$ cat config.mk
export PLATFORM = sky130hd
export DESIGN_NAME = ext_int_d
export DESIGN_NICKNAME = d
export VERILOG_FILES = /design/src/rtl/ext_int_d_pkg.sv /design/src/rtl/ext_int_d_sense.sv /design/src/rtl/ext_int_d.sv
export SDC_FILE = /design/constraint.sdc
export NUM_CORES = 1
export LEC_CHECK = 0
export CAP_MARGIN = 40
export CORE_MARGIN = 2
export CORE_UTILIZATION = 25
export DETAILED_ROUTE_END_ITERATION = 12
export GPL_ROUTABILITY_DRIVEN = 0
export GPL_TIMING_DRIVEN = 0
export PLACE_DENSITY_LB_ADDON = 0.3
export SYNTH_ARGS = -nofsm -noshare
export SYNTH_HDL_FRONTEND = slang
export SYNTH_SLANG_ARGS = --single-unit
$ cat constraint.sdc
create_clock -name cp2 -period 2 [get_ports cp2]
set_input_delay 0.3 -clock cp2 [delete_from_list [all_inputs] [get_ports cp2]]
set_output_delay 0.3 -clock cp2 [all_outputs]
set_load 0.02 [all_outputs]
$ cat src/rtl/ext_int_d_pkg.sv
// Shared I/O constants for the Port D external-interrupt block: register addresses
// and the interrupt sense-control encodings.
package ext_int_d_pkg;

    localparam logic [5:0] EIFR_ADDR_DEF   = 6'h1C;
    localparam logic [5:0] EIMSK_ADDR_DEF  = 6'h1D;
    localparam logic [5:0] PCIFR_ADDR_DEF  = 6'h1B;
    localparam logic [7:0] EICRA_ADDR_DEF  = 8'h69;
    localparam logic [7:0] PCICR_ADDR_DEF  = 8'h68;
    localparam logic [7:0] PCMSK2_ADDR_DEF = 8'h6D;

    localparam logic [1:0] ISC_LOW  = 2'b00;
    localparam logic [1:0] ISC_ANY  = 2'b01;
    localparam logic [1:0] ISC_FALL = 2'b10;
    localparam logic [1:0] ISC_RISE = 2'b11;

    // lvl is the synchronized level, prev the level one cycle earlier.
    function automatic logic edge_match(input logic [1:0] isc, input logic lvl,
                                        input logic prev);
        logic hit;
        case (isc)
            ISC_ANY:  hit = lvl ^ prev;
            ISC_FALL: hit = prev & ~lvl;
            ISC_RISE: hit = ~prev & lvl;
            default:  hit = 1'b0;
        endcase
        return hit;
    endfunction

endpackage

$ cat src/rtl/ext_int_d_sense.sv
// One INTn pin: three-flop synchronizer, sense-control decode, sticky flag and request.
module ext_int_sense
    import ext_int_d_pkg::*;
(
    input  logic       cp2,
    input  logic       ireset,
    input  logic       pin,
    input  logic [1:0] isc,
    input  logic       int_en,
    input  logic       clr,
    output logic       flag,
    output logic       irq
);

    logic s1_q, s2_q, s3_q;
    logic flag_q, flag_d;
    logic set;

    always_ff @(posedge cp2) begin
        if (!ireset) begin
            s1_q   <= 1'b0;
            s2_q   <= 1'b0;
            s3_q   <= 1'b0;
            flag_q <= 1'b0;
        end else begin
            s1_q   <= pin;
            s2_q   <= s1_q;
            s3_q   <= s2_q;
            flag_q <= flag_d;
        end
    end

    // A hardware set wins over a clear arriving in the same cycle.
    always_comb begin
        set    = edge_match(isc, s2_q, s3_q);
        flag_d = flag_q;
        if (clr) flag_d = 1'b0;
        if (set) flag_d = 1'b1;
    end

    assign flag = flag_q;
    assign irq  = int_en & ((isc == ISC_LOW) ? ~s2_q : flag_q);

endmodule

$ cat src/rtl/ext_int_d.sv
// Port D external interrupts: INT0/INT1 sense units plus the PCINT2 pin-change bank,
// with their I/O and extended data-space control registers.
module ext_int_d
    import ext_int_d_pkg::*;
#(
    parameter logic [5:0] EIFR_ADDR   = EIFR_ADDR_DEF,
    parameter logic [5:0] EIMSK_ADDR  = EIMSK_ADDR_DEF,
    parameter logic [5:0] PCIFR_ADDR  = PCIFR_ADDR_DEF,
    parameter logic [7:0] EICRA_ADDR  = EICRA_ADDR_DEF,
    parameter logic [7:0] PCICR_ADDR  = PCICR_ADDR_DEF,
    parameter logic [7:0] PCMSK2_ADDR = PCMSK2_ADDR_DEF
) (
    input  logic       cp2,
    input  logic       ireset,
    input  logic [5:0] IO_Addr,
    input  logic       iore,
    input  logic       iowe,
    input  logic [7:0] ramadr,
    input  logic       ramre,
    input  logic       ramwe,
    input  logic [7:0] dbus_in,
    output logic [7:0] dbus_out,
    output logic       out_en,
    input  logic [7:0] pinD_i,
    output logic       INT0_EN,
    output logic       INT1_EN,
    output logic       PCIE2,
    output logic [7:0] PCINT,
    output logic [2:0] irq,
    input  logic [2:0] irq_ack
);

    logic [1:0] eimsk_q;
    logic [3:0] eicra_q;
    logic       pcie2_q;
    logic [7:0] pcmsk2_q;
    logic [7:0] pc_s1_q, pc_s2_q, pc_s3_q;
    logic       pcif2_q, pcif2_d;
    logic [1:0] intf;
    logic [1:0] int_irq;
    logic [1:0] int_clr;

    logic wr_eifr, wr_eimsk, wr_pcifr, wr_eicra, wr_pcicr, wr_pcmsk2;

    assign wr_eifr   = iowe  & (IO_Addr == EIFR_ADDR);
    assign wr_eimsk  = iowe  & (IO_Addr == EIMSK_ADDR);
    assign wr_pcifr  = iowe  & (IO_Addr == PCIFR_ADDR);
    assign wr_eicra  = ramwe & (ramadr == EICRA_ADDR);
    assign wr_pcicr  = ramwe & (ramadr == PCICR_ADDR);
    assign wr_pcmsk2 = ramwe & (ramadr == PCMSK2_ADDR);

    assign int_clr = ({2{wr_eifr}} & dbus_in[1:0]) | irq_ack[1:0];

    ext_int_sense u_int0 (
        .cp2    (cp2),
        .ireset (ireset),
        .pin    (pinD_i[2]),
        .isc    (eicra_q[1:0]),
        .int_en (eimsk_q[0]),
        .clr    (int_clr[0]),
        .flag   (intf[0]),
        .irq    (int_irq[0])
    );

    ext_int_sense u_int1 (
        .cp2    (cp2),
        .ireset (ireset),
        .pin    (pinD_i[3]),
        .isc    (eicra_q[3:2]),
        .int_en (eimsk_q[1]),
        .clr    (int_clr[1]),
        .flag   (intf[1]),
        .irq    (int_irq[1])
    );

    always_ff @(posedge cp2) begin
        if (!ireset) begin
            eimsk_q  <= 2'b00;
            eicra_q  <= 4'h0;
            pcie2_q  <= 1'b0;
            pcmsk2_q <= 8'h00;
            pc_s1_q  <= 8'h00;
            pc_s2_q  <= 8'h00;
            pc_s3_q  <= 8'h00;
            pcif2_q  <= 1'b0;
        end else begin
            if (wr_eimsk)  eimsk_q  <= dbus_in[1:0];
            if (wr_eicra)  eicra_q  <= dbus_in[3:0];
            if (wr_pcicr)  pcie2_q  <= dbus_in[2];
            if (wr_pcmsk2) pcmsk2_q <= dbus_in;
            pc_s1_q <= pinD_i;
            pc_s2_q <= pc_s1_q;
            pc_s3_q <= pc_s2_q;
            pcif2_q <= pcif2_d;
        end
    end

    always_comb begin
        pcif2_d = pcif2_q;
        if ((wr_pcifr & dbus_in[2]) | irq_ack[2]) pcif2_d = 1'b0;
        if (|((pc_s2_q ^ pc_s3_q) & pcmsk2_q))    pcif2_d = 1'b1;
    end

    // Reads are gated by reset so nothing leaks onto the shared bus before the first edge.
    always_comb begin
        dbus_out = 8'h00;
        out_en   = 1'b0;
        if (ireset && iore) begin
            if (IO_Addr == EIFR_ADDR) begin
                out_en   = 1'b1;
                dbus_out = {6'b0, intf};
            end else if (IO_Addr == EIMSK_ADDR) begin
                out_en   = 1'b1;
                dbus_out = {6'b0, eimsk_q};
            end else if (IO_Addr == PCIFR_ADDR) begin
                out_en   = 1'b1;
                dbus_out = {5'b0, pcif2_q, 2'b0};
            end
        end
        if (ireset && ramre) begin
            if (ramadr == EICRA_ADDR) begin
                out_en   = 1'b1;
                dbus_out = {4'b0, eicra_q};
            end else if (ramadr == PCICR_ADDR) begin
                out_en   = 1'b1;
                dbus_out = {5'b0, pcie2_q, 2'b0};
            end else if (ramadr == PCMSK2_ADDR) begin
                out_en   = 1'b1;
                dbus_out = pcmsk2_q;
            end
        end
    end

    assign INT0_EN = ireset & eimsk_q[0];
    assign INT1_EN = ireset & eimsk_q[1];
    assign PCIE2   = ireset & pcie2_q;
    assign PCINT   = {8{ireset}} & pcmsk2_q;
    assign irq     = {3{ireset}} & {pcie2_q & pcif2_q, int_irq};

endmodule

### Word level (Yosys, flattened, before mapping)

Index checks and enable logic that the tools add are counted.

* equality and inequality tests: 12
* mux-type cells: 26
* bitwise operators: 30
* reduce and logical (&&, ||, !) cells: 8

Operator list (count)
* 8-bit two-way mux: 4
* 8-bit by 7-bit == test with 1-bit output, second input constant: 3
* 6-bit by 5-bit == test with 1-bit output, second input constant: 3
* 1-bit bitwise AND: 17
* 8-bit bitwise AND: 2
* 1-bit two-way mux: 16
* 3-bit two-way mux: 4
* 2-bit == test, second input constant: 4
* 8-bit OR reduction: 1
* 8-bit bitwise XOR: 1
* 1-bit one-hot mux with 3 select lines: 2
* 2-bit nonzero test: 3
* 2-bit by 1-bit == test with 1-bit output, second input constant: 2
* 2-bit logical NOT: 2
* 1-bit inverter: 4
* 3-bit bitwise AND: 1
* 2-bit bitwise AND: 1
* 1-bit logical AND: 2
* 2-bit OR: 1
* 1-bit bitwise XOR: 2
* 1-bit OR: 1

* bits in registers: 48
* input port bits: 39
* output and inout port bits: 23
* word-level logic and storage cells: 92

### Longest topological paths before layout

Gate-level depths: netlist of run 1.

* depth in word-level cells: 9
* mapped depth: 6
* mapped depth without buffers: 6

### By module

A second synthesis of run 1 with hierarchy kept.

* cells, all modules: 234
* area total of the unflattened synthesis: 2319.7 sq um

By module, submodules not included
* ext_int_d: times used 1, cells each 198, area each 1941.9 sq um, seq. area each 800.8 sq um
* ext_int_sense: times used 2, cells each 18, area each 188.9 sq um, seq. area each 80.1 sq um

### Worst setup path before layout of run 1

Ideal clock, no wire load.

* path kind: input to output
* start: in IO_Addr[5]
* end: out dbus_out[2]
* arrival time: 1.274 ns
* data required time: 1.700 ns
* slack: 0.426 ns
* stages: 4
* cell sequence: nand4b_1 > nor3b_1 > nand4_1 > o22ai_1

* longest elaborated chain between the ends: 9
* elaborated cells on any way between the ends: 11
* those cells by class: eq/ne: 3; mux: 8

RTL lines
* start: declaration: RTL line ext_int_d.sv:15 `input logic [5:0] IO_Addr,`
* 6-bit by 5-bit == test with 1-bit output: RTL line ext_int_d.sv:115 `end else if (IO_Addr == PCIFR_ADDR) begin`
* 3-bit two-way mux: RTL line ext_int_d.sv:115
* 3-bit two-way mux: RTL line ext_int_d.sv:112 `end else if (IO_Addr == EIMSK_ADDR) begin`
* 3-bit two-way mux (*): RTL line ext_int_d.sv:109 `if (IO_Addr == EIFR_ADDR) begin`
* 3-bit two-way mux (*): RTL line ext_int_d.sv:108 `if (ireset && iore) begin`
* 8-bit two-way mux: RTL line ext_int_d.sv:127 `end else if (ramadr == PCMSK2_ADDR) begin`
* 8-bit two-way mux: RTL line ext_int_d.sv:124 `end else if (ramadr == PCICR_ADDR) begin`
* 8-bit two-way mux: RTL line ext_int_d.sv:121 `if (ramadr == EICRA_ADDR) begin`
* 8-bit two-way mux (*): RTL line ext_int_d.sv:120 `if (ireset && ramre) begin`
* end: declaration: RTL line ext_int_d.sv:22 `output logic [7:0] dbus_out,`

Mark *: on every way between the ends. The rest lies on a longest branch, timed or not.

### Worst setup path after layout of run 1

* start: in ramadr[6]
* end: out dbus_out[3]

* longest elaborated chain between the ends: 5
* elaborated cells on any way between the ends: 7
* those cells by class: eq/ne: 3; mux: 4

RTL lines
* start: declaration: RTL line ext_int_d.sv:18 `input logic [7:0] ramadr,`
* 8-bit by 7-bit == test with 1-bit output: RTL line ext_int_d.sv:127
* 8-bit two-way mux: RTL line ext_int_d.sv:127
* 8-bit two-way mux: RTL line ext_int_d.sv:124
* 8-bit two-way mux (*): RTL line ext_int_d.sv:121
* 8-bit two-way mux (*): RTL line ext_int_d.sv:120

Marks and branches as above.

==> key figures, run 1 <==
Run status
  – Status: complete, no violations

Logic synthesis
  – Sequential share of the synthesized area: 0.432
  – Cell Area, Synth: 0.00194 sq mm
  – Distinct cells, synth: 36
  – Mean Syn Cell Area: 9.72 sq um
  – Yosys warning count: 0
  – Mapped Cells: 200
  – Post-Syn Nets: 243
  – Synth Register Bits: 42

Critical path
  – Crit-path slowest cell: clkdlybuf4s50_1
  – CP startpoint kind: primary input
  – Worst-path fanout max: 3
  – Max incr delay on CP: 450 ps
  – Critical path endpoint category: output port
  – Worst Path Required: 1700 ps
  – Crit path cell chain: clkdlybuf4s50_1 -> nor2b_4 -> and2_1 -> nand3_2 -> nor2_1 -> clkdlybuf4s15_2
  – CP arrival: 1630 ps
  – R2r setup slk: 580 ps
  – Crit path kind: in -> out

Detailed routing
  – Drc violations: 0
  – Routed wire length: 4970 um
  – Via Count: 1658
  – Post-route ant nets: 0
  – DRT Pass-1 Iters: 4
  – DR iter-0 viols: 44
  – Vias per Instance: 4.39
  – Routed len/inst: 13.1 um

Floorplan
  – I/O pin count: 62
  – Area of the core: 0.00765 sq mm
  – DIE AREA: 0.00850 sq mm
  – Die height: 92.2 um
  – Standard-cell rows: 32
  – Initial Utilization: 0.254
  – Die X: 92.2 um

Clock network
  – CTS tree: done
  – Clock Tree Buf Depth: 2
  – Clk sinks: 42
  – CTS H-tree lvls: 2
  – CTS clk-pin slew, worst paths: 80 ps
  – Clk_lat worst skew: 290 ps
  – Root Buffer: clkbuf_8
  – Cts hold-fix bufs: 0
  – Total CTS buffers: 5

Hold path
  – Worst min-delay path class: reg -> reg

Cells and area
  – Storage cell area: 841 sq um
  – Filler cell count: 773
  – Net count, final: 318
  – Final core occ: 0.378
  – Layout cell share with drive strength beyond 1: 0.174
  – Ant. Diodes: 0
  – Area Growth Syn to Fin: 48.8%
  – Multi-input gate area: 0.00111 sq mm
  – Fin area: 0.00289 sq mm

STA
  – Min cycle time layout: 1930 ps
  – Relative slew slack: 0.735
  – Fin. Hold Viols: 0
  – Layout Skew: 5.84 ps
  – Final slew viol count: 0
  – Final Cycle Share: 0.965
  – Worst hold slack: 435 ps
  – Final setup vio count: 0
  – Worst Tran Pin Value: 397 ps
  – Fmax: 518 MHz

GRT
  – Largest net degree at the start of global routing: 15
  – Initial antenna violation count: 0
  – Grt total ovfl: 0
  – First-pass GRT wire length: 7760 um
  – Vias in the first global route: 1598
  – GRT Resource Usage Total: 0.119

Pwr
  – Peak supply drop: 0.343 mV
  – Cell area power density: 547 mW/mm^2
  – Leakage power: 1.28 nW

Placed design
  – Cell Area, Placed: 0.00268 sq mm
  – PortBufs: 61
  – Hpwl dp: 3690 um

Job
  – Max-cap violations: 0
per-layer routing:
| metal | part of all wire | wire length [um] | vias to the layer above | global-route usage |
|---|---|---|---|---|
| met1 | 0.47 | 2320 | 749 | 0.151 |
| li1 | - | - | 841 | - |
| met4 | 0.024 | 119 | 0 | 0.0460 |
| met5 | 0 | 0 | - | 0 |
| met2 | 0.44 | 2180 | 55 | 0.188 |
| met3 | 0.070 | 347 | 13 | 0.0362 |
critical path, delay by kind of cell:
kind	cells	cell delay [ps]
buf+inv	2	730
simple gates	4	590
stage by stage:
stage / power [W] / cells / worst slack, ps / TNS (ps)
after global placement: 0.00104 / 363 / -740 / -13120
after floorplan: 0.000939 / 200 / 426 / 0
after global routing: 0.00166 / 378 / -6.81 / -6.81
after CTS: 0.00160 / 378 / -6.14 / -6.14
final: 0.00158 / 378 / 69.7 / 0
after detailed placement: 0.00104 / 363 / -728 / -13050
report_power, final:
part / internal (W) / total (W) / leakage (nW) / switching (W)
combinational: 0.000103 / 0.000176 / 0.895 / 0.0000730
clock: 0.000245 / 0.000542 / 0.0441 / 0.000297
sequential: 0.000855 / 0.000863 / 0.342 / 0.00000756
placed cells by master, fill, tap and decap left out, types with 4 or more instances in the layout:
cell type / synthesis / layout
o21ai_0: 4 / 4
buf_6: 0 / 5
clkbuf_8: 0 / 5
buf_2: 1 / 4
xor2_1: 6 / 6
dfxtp_1: 42 / 42
clkdlybuf4s15_1: 0 / 4
buf_4: 1 / 8
a21oi_1: 4 / 4
mux2i_1: 20 / 20
nor2b_1: 16 / 15
and3_1: 6 / 5
ha_1: 4 / 4
inv_1: 10 / 10
dlygate4sd2_1: 0 / 16
and2_1: 38 / 37
dlymetal6s2s_1: 0 / 4
clkdlybuf4s15_2: 0 / 4
clkdlybuf4s50_1: 0 / 24
Yosys cell counts, drive strengths merged:
cell,n,area [sq um]
buf,2,12.5
nor2,3,11.3
o211ai,1,7.51
nand4,4,31.3
and4,1,8.76
mux2,1,11.3
nor3b,1,7.51
a221oi,1,8.76
o22ai,3,18.8
a222oi,2,20.0
nor2b,16,100
nand4b,1,8.76
a21oi,4,20.0
o21ai,4,20.0
inv,10,37.5
xor2,6,52.6
clkbuf,6,22.5
ha,4,50.1
nand2,4,15.0
and2,38,238
dfxtp,42,841
mux2i,20,200
nand2b,1,6.26
a22oi,2,15.0
and4bb,1,12.5
o2111ai,1,8.76
and3,6,37.5
o311a,2,20.0
nand3b,1,7.51
o21a,3,22.5
a21boi,2,15.0
nor4b,1,15.0
nand3,3,15.0
a311oi,3,26.3
worst paths after layout:
check / startpoint / endpoint / depth (start not counted)
worst max-delay path: ramadr[6] / dbus_out[3] / 6
worst min-delay path: pc_s1_q[2] / pc_s2_q[2] / 1
worst max register to register: pc_s3_q[2] / pcif2_q / 6
worst min register to register: pc_s1_q[2] / pc_s2_q[2] / 1
layout make-up:
type | instances | share of cell area
sequential | 42 | 0.291
clock buffer | 5 | 0.0238
tap | 102 | 0.0441
multi-input combinational | 140 | 0.383
timing repair buffer | 68 | 0.218
inverter | 10 | 0.0130
buffer | 8 | 0.0195
clock inverter | 3 | 0.00735
timing repair:
| action | in CTS | in global routing |
|---|---|---|
| setup buffers | 7 | 0 |
| pin swaps | 7 | 5 |
| endpoints found under the setup margin | 23 | 18 |
| gates resized for setup | 84 | 20 |
kinds of logic (layout without fill, tap and decap cells):
group	count (synthesis)	after routing	share of synthesized area
AOI/OAI and AO/OA	28	28	0.104
xor gates and xnor gates	6	6	0.0270
adders and majority gates	4	4	0.0257
buffers and inverters	18	94	0.0373
DFF	42	42	0.432
muxes	21	21	0.109
and+or+nand+nor	81	81	0.264
state kept, by name, indices dropped and copies added (netlist names), 2 cells and up:
| name | flops |
|---|---|
| eicra_q | 4 |
| pcmsk2_q | 8 |
| pc_s2_q | 8 |
| pc_s1_q | 8 |
| pc_s3_q | 8 |
| eimsk_q | 2 |
Power figures use the tool's default switching activity.
==> inputs of run 2 (changes only) <==
- CELL_PAD_IN_SITES_DETAIL_PLACEMENT: default -> 1
- CELL_PAD_IN_SITES_GLOBAL_PLACEMENT: default -> 1
- DONT_BUFFER_PORTS: default -> 1
==> key figures, run 2 (same netlist as run 1, synthesis figures left out) <==
Critical path
  – Max incr delay on CP: 510 ps
  – FF-to-FF path depth: 6
  – Buf+Inv Stages, Crit Path: 2
  – Critical path endpoint category: output port
  – R2r setup slk: 520 ps
  – Crit-path slowest cell: o22ai_1
  – Crit path cell chain: buf_2 -> inv_1 -> o2111ai_1 -> nand4_1 -> o22ai_1
  – Worst r2r src: pc_s3_q[2]
  – CP arrival: 1550 ps
  – Crit path kind: in -> out
  – Worst path top cell family by delay: compound AO/OA/AOI/OAI gates
  – CP startpoint kind: primary input
  – Worst Path Required: 1700 ps
  – Worst-path fanout max: 10
  – RR Endpoint: pcif2_q

GRT
  – GR Util met1: 0.154
  – Initial antenna violation count: 0
  – GR peak layer: met2
  – Largest net degree at the start of global routing: 14
  – First-pass GRT wire length: 7940 um
  – Vias in the first global route: 1459
  – Grt total ovfl: 0
  – GRT Resource Usage Total: 0.122
  – Met3 Usage GRT: 0.0509
  – Met2 GRT Util: 0.191

STA
  – Relative slew slack: 0.627
  – Final slew viol count: 0
  – Final Cycle Share: 0.923
  – Min cycle time layout: 1850 ps
  – Fmax: 542 MHz
  – Fin. Hold Viols: 0
  – Worst Tran Pin Value: 568 ps
  – Final setup vio count: 0
  – Setup TNS: 0 ps
  – Layout Skew: 3.47 ps
  – RSZ-0062 raised after global routing: no

Floorplan
  – Standard-cell rows: 32
  – Area of the core: 0.00765 sq mm
  – DIE AREA: 0.00850 sq mm
  – I/O pin count: 62
  – Initial Utilization: 0.254
  – Die X: 92.2 um
  – Die height: 92.2 um

Detailed routing
  – Vias per Instance: 4.67
  – Via Count: 1449
  – Drc violations: 0
  – DRT Pass-1 Iters: 5
  – DR iter-0 viols: 71
  – Routed wire length: 5060 um
  – Post-route ant nets: 0
  – Routed len/inst: 16.3 um

Clock network
  – CTS tree: done
  – Post-cts resize count: 0
  – Root Buffer: clkbuf_8
  – CTS H-tree lvls: 2
  – CTS clk-pin slew, worst paths: 80 ps
  – Clock Tree Buf Depth: 2
  – Total CTS buffers: 5
  – Setup Buffers After CTS: 0
  – Cts hold-fix bufs: 0
  – Clk_lat worst skew: 290 ps
  – Clk sinks: 42

Hold path
  – Hold Crit Start: pinD_i[5]
  – Worst min-delay path class: in -> reg
  – WHS Path Cells: 1
  – Worst Hold End: pc_s1_q[5]

Cells and area
  – Ant. Diodes: 0
  – Net count, final: 250
  – Area Growth Syn to Fin: 12.2%
  – Commonest non-fill, non-tap cell in the layout: dfxtp_1
  – Layout cell share with drive strength beyond 1: 0.0625
  – Filler cell count: 893
  – Fin area: 0.00218 sq mm
  – Most frequent cells in the layout: dfxtp_1, and2_1, mux2i_1, nor2b_1, inv_1

Placed design
  – Hpwl dp: 3960 um
  – PortBufs: 0
  – Cell Area, Placed: 0.00207 sq mm

Pwr
  – Cell area power density: 734 mW/mm^2
  – Peak supply drop: 0.404 mV
  – Leakage power: 0.891 nW

Run status
  – Status: complete, no violations

Job
  – Max-cap violations: 0
-- run 2: changes by cell type in the layout (fill, tap and decap cells not counted), moves of 4 or more --
cell,delta
buf_4,-7
clkbuf_1,+4
dlygate4sd2_1,-16
clkdlybuf4s15_2,-4
dlymetal6s2s_1,-4
clkdlybuf4s50_1,-24
buf_6,-5
clkdlybuf4s15_1,-4
-- run 2: worst max path at each step --
stage / from / endpoint / cells after the start
after CTS: ramadr[2] / dbus_out[1] / 5
after global routing: ramadr[2] / dbus_out[1] / 5
after detailed placement: ramadr[2] / dbus_out[1] / 5
final: ramadr[2] / dbus_out[1] / 5
after global placement: ramadr[2] / dbus_out[0] / 5
after floorplan: IO_Addr[5] / dbus_out[2] / 4
-- run 2: area by class of cell --
cell class / instances / area (sq um) / area share
Buffer: 8 / 35.0 / 0.0161
Clock buffer: 6 / 72.6 / 0.0333
Clock inverter: 2 / 37.5 / 0.0172
Inverter: 10 / 37.5 / 0.0172
Multi-Input combinational cell: 140 / 1030 / 0.472
Sequential cell: 42 / 841 / 0.385
Tap cell: 102 / 128 / 0.0585
-- run 2: layer usage --
layer	vias up	share of wire
met5	-	0
met4	0	0.0087
met3	4	0.095
met2	50	0.45
met1	690	0.45
li1	705	-
-- run 2: through the flow --
stage,cells,utilization,hold slack [ps],setup slack [ps],power [W]
2_1_floorplan,200,-,412,426,0.000939
3_3_place_gp,302,0.271,414,160,0.000958
3_5_place_dp,302,0.271,422,127,0.000960
4_1_cts,310,0.285,114,120,0.00163
5_1_grt,310,0.285,114,75.4,0.00167
6_report,310,0.285,127,155,0.00160
-- run 2: power by group --
part           internal, W  switching [W]  total (W)  leakage [nW]
combinational    0.0000334      0.0000417  0.0000752         0.497
clock             0.000372       0.000291   0.000663        0.0514
sequential        0.000855     0.00000787   0.000863         0.342
total              0.00126       0.000340    0.00160         0.891
==> inputs of run 3 (changes only) <==
- PLACE_DENSITY_LB_ADDON: 0.3 -> 0.15
==> key figures, run 3 (same netlist as run 1, synthesis figures left out) <==
Critical path
  – CP Depth: 5
  – Worst r2r src: pc_s3_q[2]
  – CP startpoint: ramadr[2]
  – CP arrival: 1540 ps
  – Worst Path Required: 1700 ps
  – Crit path kind: in -> out
  – Worst path top cell family by delay: compound AO/OA/AOI/OAI gates
  – Crit-path slowest cell: o22ai_1
  – FF-to-FF path depth: 6
  – Crit path cell chain: buf_2 -> inv_1 -> o2111ai_1 -> nand4_1 -> o22ai_1
  – Critical path endpoint category: output port
  – Worst-path fanout max: 10
  – Buf+Inv Stages, Crit Path: 2
  – Critical path destination: dbus_out[0]
  – RR Endpoint: pcif2_q
  – CP startpoint kind: primary input
  – Max incr delay on CP: 480 ps
  – R2r setup slk: 430 ps

Cells and area
  – Commonest non-fill, non-tap cell in the layout: dfxtp_1
  – Most frequent cells in the layout: dfxtp_1, and2_1, mux2i_1, nor2b_1, inv_1
  – Net count, final: 250
  – Ant. Diodes: 0
  – Layout cell share with drive strength beyond 1: 0.0673
  – Area Growth Syn to Fin: 11.2%
  – Fin area: 0.00216 sq mm

STA
  – Fin. Hold Viols: 0
  – Setup TNS: 0 ps
  – Relative slew slack: 0.649
  – RSZ-0062 raised after global routing: no
  – Fmax: 544 MHz
  – Final setup vio count: 0
  – Worst Tran Pin Value: 534 ps
  – Final slew viol count: 0
  – Layout Skew: 7.59 ps
  – Final Cycle Share: 0.920
  – Min cycle time layout: 1840 ps

GRT
  – Largest net degree at the start of global routing: 15
  – First-pass GRT wire length: 8200 um
  – Initial antenna violation count: 0
  – Vias in the first global route: 1526
  – GRT Resource Usage Total: 0.128
  – Grt total ovfl: 0

Clock network
  – Cts hold-fix bufs: 0
  – CTS tree: done
  – Root Buffer: clkbuf_8
  – Clock Tree Buf Depth: 2
  – Setup Buffers After CTS: 0
  – Total CTS buffers: 5
  – CTS H-tree lvls: 2
  – Clk_lat worst skew: 300 ps
  – Post-cts resize count: 0
  – CTS clk-pin slew, worst paths: 90 ps
  – Clk sinks: 42

Floorplan
  – Standard-cell rows: 32
  – I/O pin count: 62
  – Die height: 92.2 um
  – Initial Utilization: 0.254
  – Area of the core: 0.00765 sq mm
  – DIE AREA: 0.00850 sq mm
  – Die X: 92.2 um

Detailed routing
  – Routed len/inst: 16.7 um
  – Vias per Instance: 4.62
  – DR iter-0 viols: 63
  – DRT Pass-1 Iters: 4
  – Via Count: 1431
  – Post-route ant nets: 0
  – Routed wire length: 5170 um
  – Drc violations: 0

Pwr
  – Leakage power: 0.884 nW
  – Peak supply drop: 0.295 mV
  – Cell area power density: 692 mW/mm^2

Placed design
  – PortBufs: 0
  – Hpwl dp: 4010 um
  – Cell Area, Placed: 0.00207 sq mm

Job
  – Max-cap violations: 0

Hold path
  – Worst min-delay path class: in -> reg

Run status
  – Status: complete, no violations
## run 3: cell count changes in the layout (fill, tap and decap cells not counted), sizes merged
cell,delta
clkbuf,-1
bufinv,-1
clkinv,+2
## run 3: layout make-up
type / instances / area [sq um]
fill: 888 / 5490
multi-input combinational: 140 / 1030
sequential: 42 / 841
tap: 102 / 128
clock buffer: 5 / 68.8
inverter: 10 / 37.5
buffer: 8 / 35.0
clock inverter: 3 / 21.3
## run 3: metal layers
metal,vias to the layer above,routed length (um),GRT usage
li1,709,-,-
met1,679,2190,0.148
met2,37,2600,0.224
met3,6,311,0.0386
met4,0,75,0.0410
met5,-,0,0
## run 3: how the worst min path moves through the flow
stage	startpoint	end	slack (ps)	cells after the start
2_1_floorplan	pc_s1_q[0]	pc_s2_q[0]	410	1
3_3_place_gp	pc_s1_q[6]	pc_s2_q[6]	420	1
3_5_place_dp	pc_s1_q[1]	pc_s2_q[1]	420	1
4_1_cts	pinD_i[5]	pc_s1_q[5]	110	1
5_1_grt	pinD_i[7]	pc_s1_q[7]	110	1
6_report	pinD_i[1]	pc_s1_q[1]	120	1
## run 3: stage by stage
stage / total power, W / instances / hold WS, ps / utilization / setup WS, ps
CTS: 0.00153 / 310 / 113 / 0.283 / 128
finish: 0.00150 / 310 / 121 / 0.283 / 160
detailed placement: 0.000964 / 302 / 422 / 0.271 / 128
floorplan: 0.000939 / 200 / 412 / - / 426
global placement: 0.000962 / 302 / 417 / 0.271 / 136
global route: 0.00158 / 310 / 107 / 0.283 / 36.9
## run 3: worst register-to-register path, cell delays in order, from the launching register on
cell      delay [ps]
dfxtp_1          340
inv_1             50
ha_1             260
inv_1             50
a222oi_1         370
nand3_1          190
o21a_1           210
## run 3: where the power goes
group          switching [W]  total [W]  leakage, nW  internal (W)
logic              0.0000438  0.0000772        0.497     0.0000334
registers         0.00000770   0.000863        0.342      0.000855
clock network       0.000310   0.000556       0.0441      0.000245
total               0.000362    0.00150        0.884       0.00113
